===== src/rtl/control_sequencer.sv =====
// Hardwired control unit: one instruction cycle (fetch, decode, ALU or MUL/DIV execute) per start.
// Optional divide support is enabled by defining CTRL_SEQ_DIV_EN.
module control_sequencer (
   input  logic        clock,
   input  logic        clear,
   input  logic        start,
   input  logic        mem_ready,
   input  logic [31:0] IR,
   output logic [15:0] Rin,
   output logic [15:0] Rout,
   output logic        PCout,
   output logic        MARin,
   output logic        IncPC,
   output logic        Zin,
   output logic        Zlowout,
   output logic        Zhighout,
   output logic        PCin,
   output logic        Read,
   output logic        MDRin,
   output logic        MDRout,
   output logic        IRin,
   output logic        Yin,
   output logic        LOin,
   output logic        HIin,
   output logic        ADD,
   output logic        SUB,
   output logic        AND,
   output logic        OR,
   output logic        MUL,
   output logic        DIV,
   output logic        busy,
   output logic        done,
   output logic        illegal
);

   localparam int unsigned NREG  = 16;
   localparam int unsigned OP_W  = 5;
   localparam int unsigned REG_W = 4;

`ifdef CTRL_SEQ_DIV_EN
   localparam bit DIV_EN = 1'b1;
`else
   localparam bit DIV_EN = 1'b0;
`endif

   localparam logic [OP_W-1:0] OP_ADD = 5'b00011;
   localparam logic [OP_W-1:0] OP_SUB = 5'b00100;
   localparam logic [OP_W-1:0] OP_AND = 5'b00101;
   localparam logic [OP_W-1:0] OP_OR  = 5'b00110;
   localparam logic [OP_W-1:0] OP_MUL = 5'b01111;
   localparam logic [OP_W-1:0] OP_DIV = 5'b10000;

   typedef enum logic [3:0] {IDLE, T0, T1, T2, T3, T4, T5, T6, DONE} state_t;

   typedef struct packed {
      logic [OP_W-1:0]  op;
      logic [REG_W-1:0] ra;
      logic [REG_W-1:0] rb;
      logic [REG_W-1:0] rc;
   } fields_t;

   typedef struct packed {
      logic [NREG-1:0] rin;
      logic [NREG-1:0] rout;
      logic pcout, marin, incpc, zin, zlowout, zhighout, pcin, read;
      logic mdrin, mdrout, irin, yin, loin, hiin;
      logic add, sub, and_op, or_op, mul, div;
      logic busy, done;
   } strobe_t;

   function automatic logic is_alu(input logic [OP_W-1:0] op);
      return (op == OP_ADD) || (op == OP_SUB) || (op == OP_AND) || (op == OP_OR);
   endfunction

   function automatic logic is_muldiv(input logic [OP_W-1:0] op);
      return (op == OP_MUL) || (DIV_EN && (op == OP_DIV));
   endfunction

   state_t  state_q, state_d;
   fields_t fld_q, fld_d;
   strobe_t str_q, str_d;
   logic    illegal_q, illegal_d;

   // Only op/ra/rb/rc are consumed; the immediate/low bits are don't-care here.
   logic unused_ir_bits;
   assign unused_ir_bits = ^IR[14:0];

   // State, latched fields, flag and strobe registers
   always_ff @(posedge clock) begin
      if (!clear) begin
         state_q   <= IDLE;
         fld_q     <= '0;
         str_q     <= '0;
         illegal_q <= 1'b0;
      end else begin
         state_q   <= state_d;
         fld_q     <= fld_d;
         str_q     <= str_d;
         illegal_q <= illegal_d;
      end
   end

   // Next state, then strobes decoded from the next state so the registered outputs align with it
   always_comb begin
      state_d   = state_q;
      fld_d     = fld_q;
      illegal_d = illegal_q;
      str_d     = '0;

      case (state_q)
         IDLE: begin
            if (start) begin
               state_d   = T0;
               illegal_d = 1'b0;
            end
         end
         T0: state_d = T1;
         T1: if (mem_ready) state_d = T2;
         T2: begin
            fld_d = fields_t'({IR[31:27], IR[26:23], IR[22:19], IR[18:15]});
            if (is_alu(IR[31:27]) || is_muldiv(IR[31:27])) begin
               state_d = T3;
            end else begin
               state_d   = DONE;
               illegal_d = 1'b1;
            end
         end
         T3: state_d = T4;
         T4: state_d = T5;
         T5: state_d = is_muldiv(fld_q.op) ? T6 : DONE;
         T6: state_d = DONE;
         DONE: state_d = IDLE;
         default: state_d = IDLE;
      endcase

      str_d.busy = (state_d != IDLE);
      case (state_d)
         T0: begin
            str_d.pcout = 1'b1;
            str_d.marin = 1'b1;
            str_d.incpc = 1'b1;
            str_d.zin   = 1'b1;
         end
         T1: begin
            str_d.read    = 1'b1;
            str_d.mdrin   = 1'b1;
            str_d.zlowout = (state_q == T0);
            str_d.pcin    = (state_q == T0);
         end
         T2: begin
            str_d.mdrout = 1'b1;
            str_d.irin   = 1'b1;
         end
         T3: begin
            str_d.yin  = 1'b1;
            str_d.rout = is_muldiv(fld_d.op) ? NREG'(1) << fld_d.ra : NREG'(1) << fld_d.rb;
         end
         T4: begin
            str_d.zin    = 1'b1;
            str_d.rout   = is_muldiv(fld_d.op) ? NREG'(1) << fld_d.rb : NREG'(1) << fld_d.rc;
            str_d.add    = (fld_d.op == OP_ADD);
            str_d.sub    = (fld_d.op == OP_SUB);
            str_d.and_op = (fld_d.op == OP_AND);
            str_d.or_op  = (fld_d.op == OP_OR);
            str_d.mul    = (fld_d.op == OP_MUL);
            str_d.div    = DIV_EN && (fld_d.op == OP_DIV);
         end
         T5: begin
            str_d.zlowout = 1'b1;
            if (is_muldiv(fld_d.op)) str_d.loin = 1'b1;
            else                     str_d.rin  = NREG'(1) << fld_d.ra;
         end
         T6: begin
            str_d.zhighout = 1'b1;
            str_d.hiin     = 1'b1;
         end
         DONE: str_d.done = 1'b1;
         default: ;
      endcase
   end

   assign Rin      = str_q.rin;
   assign Rout     = str_q.rout;
   assign PCout    = str_q.pcout;
   assign MARin    = str_q.marin;
   assign IncPC    = str_q.incpc;
   assign Zin      = str_q.zin;
   assign Zlowout  = str_q.zlowout;
   assign Zhighout = str_q.zhighout;
   assign PCin     = str_q.pcin;
   assign Read     = str_q.read;
   assign MDRin    = str_q.mdrin;
   assign MDRout   = str_q.mdrout;
   assign IRin     = str_q.irin;
   assign Yin      = str_q.yin;
   assign LOin     = str_q.loin;
   assign HIin     = str_q.hiin;
   assign ADD      = str_q.add;
   assign SUB      = str_q.sub;
   assign AND      = str_q.and_op;
   assign OR       = str_q.or_op;
   assign MUL      = str_q.mul;
   assign DIV      = str_q.div;
   assign busy     = str_q.busy;
   assign done     = str_q.done;
   assign illegal  = illegal_q;

endmodule


===== config.mk =====
export PLATFORM = sky130hd
export DESIGN_NAME = control_sequencer
export DESIGN_NICKNAME = d
export VERILOG_FILES = /design/src/rtl/control_sequencer.sv
export SDC_FILE = /design/constraint.sdc
export NUM_CORES = 1
export LEC_CHECK = 0
export CAP_MARGIN = 20
export CORE_MARGIN = 4
export CORE_UTILIZATION = 60
export CTS_BUF_LIST = sky130_fd_sc_hd__clkbuf_2
export CTS_CLUSTER_DIAMETER = 40
export DETAILED_ROUTE_END_ITERATION = 10
export DONT_BUFFER_PORTS = 1
export PLACE_DENSITY_LB_ADDON = 0.12
export SYNTH_ARGS = -nofsm -noshare
export SYNTH_HDL_FRONTEND = slang
export SYNTH_SLANG_ARGS = --single-unit

===== constraint.sdc =====
create_clock -name clock -period 5.55 [get_ports clock]
set_input_delay 1.11 -clock clock [delete_from_list [all_inputs] [get_ports clock]]
set_output_delay 1.11 -clock clock [all_outputs]
set_load 0.005 [all_outputs]

==> results of run 1 <==
## state kept, by name, indices dropped and copies added (netlist names)
signal and flops:
state_q 4, busy 1, PCout 1, LOin 1, ADD 1, SUB 1
Yin 1, Read 1, HIin 1, fld_q 17, Zin 1, AND 1
MDRout 1, Zlowout 1, Rin 16, OR 1, done 1, MUL 1
illegal 1, PCin 1, Rout 16
## cells in the mapped netlist (2+ instances only)
cell type and n:
mux2_4 3, nand3b_1 12, a31oi_1 2, o21ai_1 2, o31ai_1 4, nand4bb_1 2
o21ai_0 3, mux2i_1 7, nor3_1 31, buf_6 4, buf_2 10, clkbuf_1 13
nor2b_1 16, and2_1 3, mux2i_2 2, nand3_1 16, mux2i_4 2, inv_1 5
o2111ai_1 26, dfxtp_1 70, or3_1 7, nand2b_1 8, buf_1 3, a22oi_1 12
a32oi_1 2, buf_4 9, a21oi_1 48, o21bai_1 2, nor2_1 33, a221oi_1 2
mux2_2 3, nand2_1 60, o21a_1 2, nor4b_1 2
## metrics by stage
| step | setup WS [ns] | util [%] |
|---|---|---|
| 6_report | 2.25 | 63.2 |
| 5_1_grt | 2.06 | 63.2 |
| 4_1_cts | 2.36 | 63.2 |
| 3_5_place_dp | 2.34 | 60.8 |
| 3_3_place_gp | 2.38 | 60.8 |
| 2_1_floorplan | 3.10 | - |
## tightest hold or removal path: cells and delay by family (launching register included)
kind	cells	cell delay, ns
AO/OA/AOI/OAI	1	0.06
flip-flops	1	0.38
AND/OR/NAND/NOR	1	0.06
## worst min-delay path by stage
| stage | cells past startpoint | end |
|---|---|---|
| after floorplan | 2 | illegal$_SDFFE_PN0P_ |
| after global placement | 2 | illegal$_SDFFE_PN0P_ |
| after detailed placement | 2 | fld_q[7]$_SDFF_PN0_ |
| after CTS | 2 | fld_q[7]$_SDFF_PN0_ |
| after global routing | 2 | fld_q[2]$_SDFF_PN0_ |
| final | 2 | illegal$_SDFFE_PN0P_ |
## final cells by class
cell class | instances | area, sq um
clock inverter | 6 | 93.8
sequential | 70 | 1400
timing repair buffer | 4 | 30.0
inverter | 5 | 18.8
tap | 75 | 93.8
fill | 531 | 2190
multi-input combinational | 337 | 2080
clock buffer | 10 | 50.0
## cell families (layout without fill, tap and decap cells)
logic type	count (synthesis)	count (layout)
AND/OR/NAND/NOR	203	203
AO/OA/AOI/OAI	115	115
flip-flops	70	70
buffers and inverters	45	25
multiplexers	17	17
other	1	1
XOR/XNOR	1	1
## per-layer routing
layer | wire length [microns] | GRT usage (%) | part of all wire, % | vias to the layer above
met3 | 918 | 6.65 | 10 | 19
met4 | 207 | 10.5 | 2.3 | 0
li1 | - | - | - | 1591
met2 | 3970 | 37.0 | 43 | 205
met1 | 4110 | 34.5 | 45 | 1550
met5 | 0 | 0 | 0 | -
## power by group through the flow
stage               combinational [mW]  sequential [mW]  clock (mW)
floorplan                       0.0721            0.527           0
global placement                0.0743            0.533           0
detailed placement              0.0763            0.534           0
CTS                             0.0766            0.523       0.349
global route                    0.0857            0.526       0.372
finish                          0.0788            0.524       0.343
==> out/qor.csv, run 1 <==
metric;value;unit
fp.coreArea;5960;sq um
p_leak;1.29;nW
wire_per_inst;18.1;microns
worstPathRequired;5.96;ns
synth_fp_nets;488;
synth_xor_area_share;0.236;%
final_cell_mix;dfxtp_1 (70), nand2_1 (60), a21oi_1 (48);
fin_area;3760;sq um
finalNonFillerCells;507;
routed_wl;9200;microns
synth-adder-area-share;0;%
final_nets;463;
ys_async_sr_fraction;0;%
io_buffer_count;0;
hpwl;6400;microns
cts_resized;0;
synth.top_cell.area_share;37.7;%
end_kind;register;
io_pins;91;
synth_simple_gate_area_share;28.4;%
crit_type;reg2reg;
startpoint_type;register;
min_period_over_period;59.4;%
slowest_delay;0.76;ns
clock_path_buffers;2;
hold_buffers;0;
status;finished clean;
die_height;86.7;microns
p_clk_share;36.3;%
clkSinkCount;70;
r2r_slack;2.25;ns
crit_family;simple AND/OR/NAND/NOR gates;
reg2regPathDepth;6;
p_seq_share;55.4;%
drive_gt1_share;9.26;%
dp_cells;491;
timing_max_transition_violations_final;0;
vias;3365;
placed_cell_area;3620;sq um
synth_seq_cells;70;
layout_commonest_cell;dfxtp_1;
synth_top_cell_by_area;dfxtp_1;
switchingPower;255;uW
tightestPinTransition;1.15;ns
cp.depth;6;
synth_area_leaders;dfxtp_1 (38%), a21oi_1 (6.5%), o2111ai_1 (6.1%);
rr_endpoint;Rout[9]$_SDFF_PN0_;
skew;0.0271;ns
p_comb_share;8.3;%
setup_tns;0;ns
slowest_stage;dfxtp_1;
rsz0062_at_grt;false;
clockRootBuffer;clkbuf_2;
power.density;251;nW/um^2
rows;28;
synth_warnings;0;
grt_max_degree;43;
relSlewSlack;23.3;%
viasPerCell;6.64;
overflow;0;
clk_latency;0.53;ns
finalHoldViolCount;0;
syn_area;3720;sq um
diodes;0;
synthFlopType;dfxtp_1;
endpoint;Rout[9]$_SDFF_PN0_;
internal_power;690;uW
fin_hold_ws;0.515;ns
netlist-cell-type-count;60;
cp.arrival;3.70;ns
synth_top_family_by_area;simple AND/OR/NAND/NOR gates;
cts_tree;built;
maxCapViolCount;0;
holdCritPathClass;reg2reg;
worstPathMaxFanout;41;
p_total;945;uW
min_from;illegal$_SDFFE_PN0P_;
ant_nets;0;
clk_pin_slew;0.21;ns
numCtsBuffers;9;
ir_drop;137;uV
route.detailed.drc;0;
die_x;86.7;microns
antenna_found_initial;0;
synthCells;452;
drt_iter0_drc;325;
setup_violations;0;
swShare;27.0;%
post_cts_buffers;0;
grt_pass1_vias;2908;
grt_pass1_wl;14800;microns
synth.avg_cell_area;8.23;sq um
die_area;7520;sq um
routabilityCongestion;0.940;
synth-edff-count;0;
max_freq;303;MHz
syn_to_final_growth;1.21;%
drt-pass1-iter-count;8;
synthMuxAreaShare;5.96;%
r2r-start;state_q[0]$_SDFF_PN0_;
synth-compound-area-share;21.0;%
path_cells;and4bb_1 > buf_4 > mux2i_4 > nand4_2 > a311oi_1 > a21oi_1;
yosysSeqAreaShare;37.7;%
initial_core_util;62.4;%
layout_min_cycle_time;3.30;ns
worst-path-buf-inv;1;
cts-htree-levels;3;
track_usage;25.1;%
startpoint;state_q[0]$_SDFF_PN0_;
Note: power is estimated with default switching activity, not from simulation.
==> run 2: changes to the inputs <==
--- a/config.mk
+++ b/config.mk
@@ -5,9 +5,10 @@
 export SDC_FILE = /design/constraint.sdc
 export NUM_CORES = 1
 export LEC_CHECK = 0
+export ABC_AREA = 1
 export CAP_MARGIN = 20
 export CORE_MARGIN = 4
-export CORE_UTILIZATION = 60
+export CORE_UTILIZATION = 59
 export CTS_BUF_LIST = sky130_fd_sc_hd__clkbuf_2
 export CTS_CLUSTER_DIAMETER = 40
 export DETAILED_ROUTE_END_ITERATION = 10
==> constraint.sdc (replaced) <==
create_clock -name clock -period 2.9 [get_ports clock]
set_input_delay 0.58 -clock clock [delete_from_list [all_inputs] [get_ports clock]]
set_output_delay 0.58 -clock clock [all_outputs]
set_load 0.005 [all_outputs]
==> run 2 against run 1 <==
Sequential cell count unchanged. Non-clock buffer count unchanged. Sequential power increased by 90%. Synthesized cell count is 7.3% higher. Critical endpoint is now Rout[3]$_SDFF_PN0_. Global-route usage shrank 1.4 points. First-iteration DRC count fell by 41%.
==> out/qor.csv, run 2 <==
metric;value;unit
grt_pass1_wl;13800;microns
largest_reg_flops;17;
final_cell_mix;nand2_1 (142), dfxtp_1 (70), nand3_1 (54);
synth-edff-count;0;
grt_max_degree;36;
setup_tns;0;ns
rows;27;
fp.coreArea;5610;sq um
hold_buffers;0;
end_kind;register;
min_period_over_period;81.1;%
timing_max_transition_violations_final;0;
synth_top_cell_by_area;dfxtp_1;
reg2regPathDepth;9;
ys_async_sr_fraction;0;%
p_leak;1.60;nW
clkSinkCount;70;
max_freq;425;MHz
route.detailed.drc;0;
syn_to_final_growth;0.538;%
initial_core_util;62.2;%
rr_endpoint;Rout[3]$_SDFF_PN0_;
synth_warnings;0;
die_height;84.9;microns
track_usage;23.7;%
final_nets;511;
placed_cell_area;3380;sq um
regMostFlops;fld_q;
fin_ws;0.549;ns
setup_violations;0;
synth.most_common_cell;nand2_1;
antenna_found_initial;0;
tightestPinTransition;0.501;ns
r2r_slack;0.55;ns
status;finished clean;
cts_tree;built;
clk_latency;0.53;ns
holdCritPathClass;in2reg;
netlist-cell-type-count;31;
cts-htree-levels;3;
skew;0.0342;ns
ant_nets;0;
drt-pass1-iter-count;5;
cp.arrival;2.76;ns
r2r-start;state_q[3]$_SDFF_PN0_;
finalHoldViolCount;0;
io_buffer_count;0;
synthCells;485;
ir_drop;392;uV
synth.top_cell.area_share;40.2;%
io_pins;91;
vias;3128;
rsz0062_at_grt;false;
syn_area;3490;sq um
startpoint_type;register;
numCtsBuffers;9;
hpwl;5920;microns
synth_seq_cells;70;
p_total;1.74;mW
crit_type;reg2reg;
min_from;clear;
clockRootBuffer;clkbuf_2;
synth_fp_nets;521;
clk_pin_slew;0.22;ns
routabilityCongestion;0.884;
maxCapViolCount;0;
die_x;84.9;microns
diodes;0;
worstHoldPathCells;1;
routed_wl;8380;microns
viasPerCell;5.67;
relSlewSlack;66.6;%
clock_path_buffers;2;
worstPathMaxFanout;22;
worst_hold_path.endpoint;state_q[3]$_SDFF_PN0_;
yosys-top-cells-count;nand2_1 (142), dfxtp_1 (70), nand3_1 (54), nor2_1 (51), nand4_1 (41);
drt_iter0_drc;191;
power.density;495;nW/um^2
layout_commonest_cell;nand2_1;
worstPathRequired;3.31;ns
synth.avg_cell_area;7.20;sq um
wire_per_inst;15.2;microns
drive_gt1_share;12.7;%
pre_cts_ws;0.641;ns
synth_area_leaders;dfxtp_1 (40%), nand2_1 (15%), nand3_1 (7.7%);
grt_pass1_vias;2818;
fin_area;3510;sq um
die_area;7210;sq um
post_cts_buffers;0;
synthFlopType;dfxtp_1;
yosysSeqAreaShare;40.2;%
layout_min_cycle_time;2.35;ns
cts_resized;0;
overflow;0;
run 2: cells by family after synthesis:
logic type | synth area share, %
AO/OA/AOI/OAI | 4.37
buffers and inverters | 10.3
flip-flops | 40.2
other | 0.107
AND/OR/NAND/NOR | 44.8
XOR/XNOR | 0.251
run 2: final cells by class:
class	instances	area, sq um
clock buffers	9	45.0
flip-flops and latches	70	1400
multi-input cells	352	1730
repair buffers	4	27.5
well taps	72	90.1
clock inverters	7	73.8
inverters	38	143
fillers	544	2100
run 2: through the flow:
stage	instances	utilization, %	hold slack, ns
after floorplan	485	-	0.462
after global placement	535	60.4	0.479
after detailed placement	535	60.4	0.482
after CTS	551	62.5	0.133
after global routing	552	62.6	0.125
final	552	62.6	0.162
run 2: how the worst max path moves through the flow:
| stage | slack, ns | start | to |
|---|---|---|---|
| floorplan | 1.30 | IR[30] | Rout[10]$_SDFF_PN0_ |
| global placement | 0.68 | state_q[3]$_SDFF_PN0_ | Rout[0]$_SDFF_PN0_ |
| detailed placement | 0.64 | state_q[3]$_SDFF_PN0_ | Rout[0]$_SDFF_PN0_ |
| CTS | 0.58 | state_q[3]$_SDFF_PN0_ | Rout[0]$_SDFF_PN0_ |
| global route | 0.27 | state_q[0]$_SDFF_PN0_ | Rout[2]$_SDFF_PN0_ |
| finish | 0.55 | state_q[3]$_SDFF_PN0_ | Rout[3]$_SDFF_PN0_ |
run 2: critical path, cell delays in order (launching register included):
cell     delay (ns)
dfxtp_1        0.41
nor2_4         0.38
nand2_4        0.14
o21ai_1        0.23
nand2_1        0.15
nor2_4         0.42
buf_4          0.27
nand2_1        0.06
nand4_1        0.08
nand2_1        0.08
run 2: metal layers:
layer | up-vias | global-route usage, % | share of wire, %
li1 | 1553 | - | -
met1 | 1418 | 32.4 | 46
met2 | 140 | 34.9 | 43
met3 | 17 | 6.31 | 8.5
met4 | 0 | 10.6 | 2.0
met5 | - | 0 | 0
run 2: report_power, final:
part           internal [mW]  total [mW]  switching [mW]
logic                 0.0432       0.167           0.124
registers              0.983       0.996          0.0134
clock network          0.200       0.573           0.374
total                   1.23        1.74           0.511
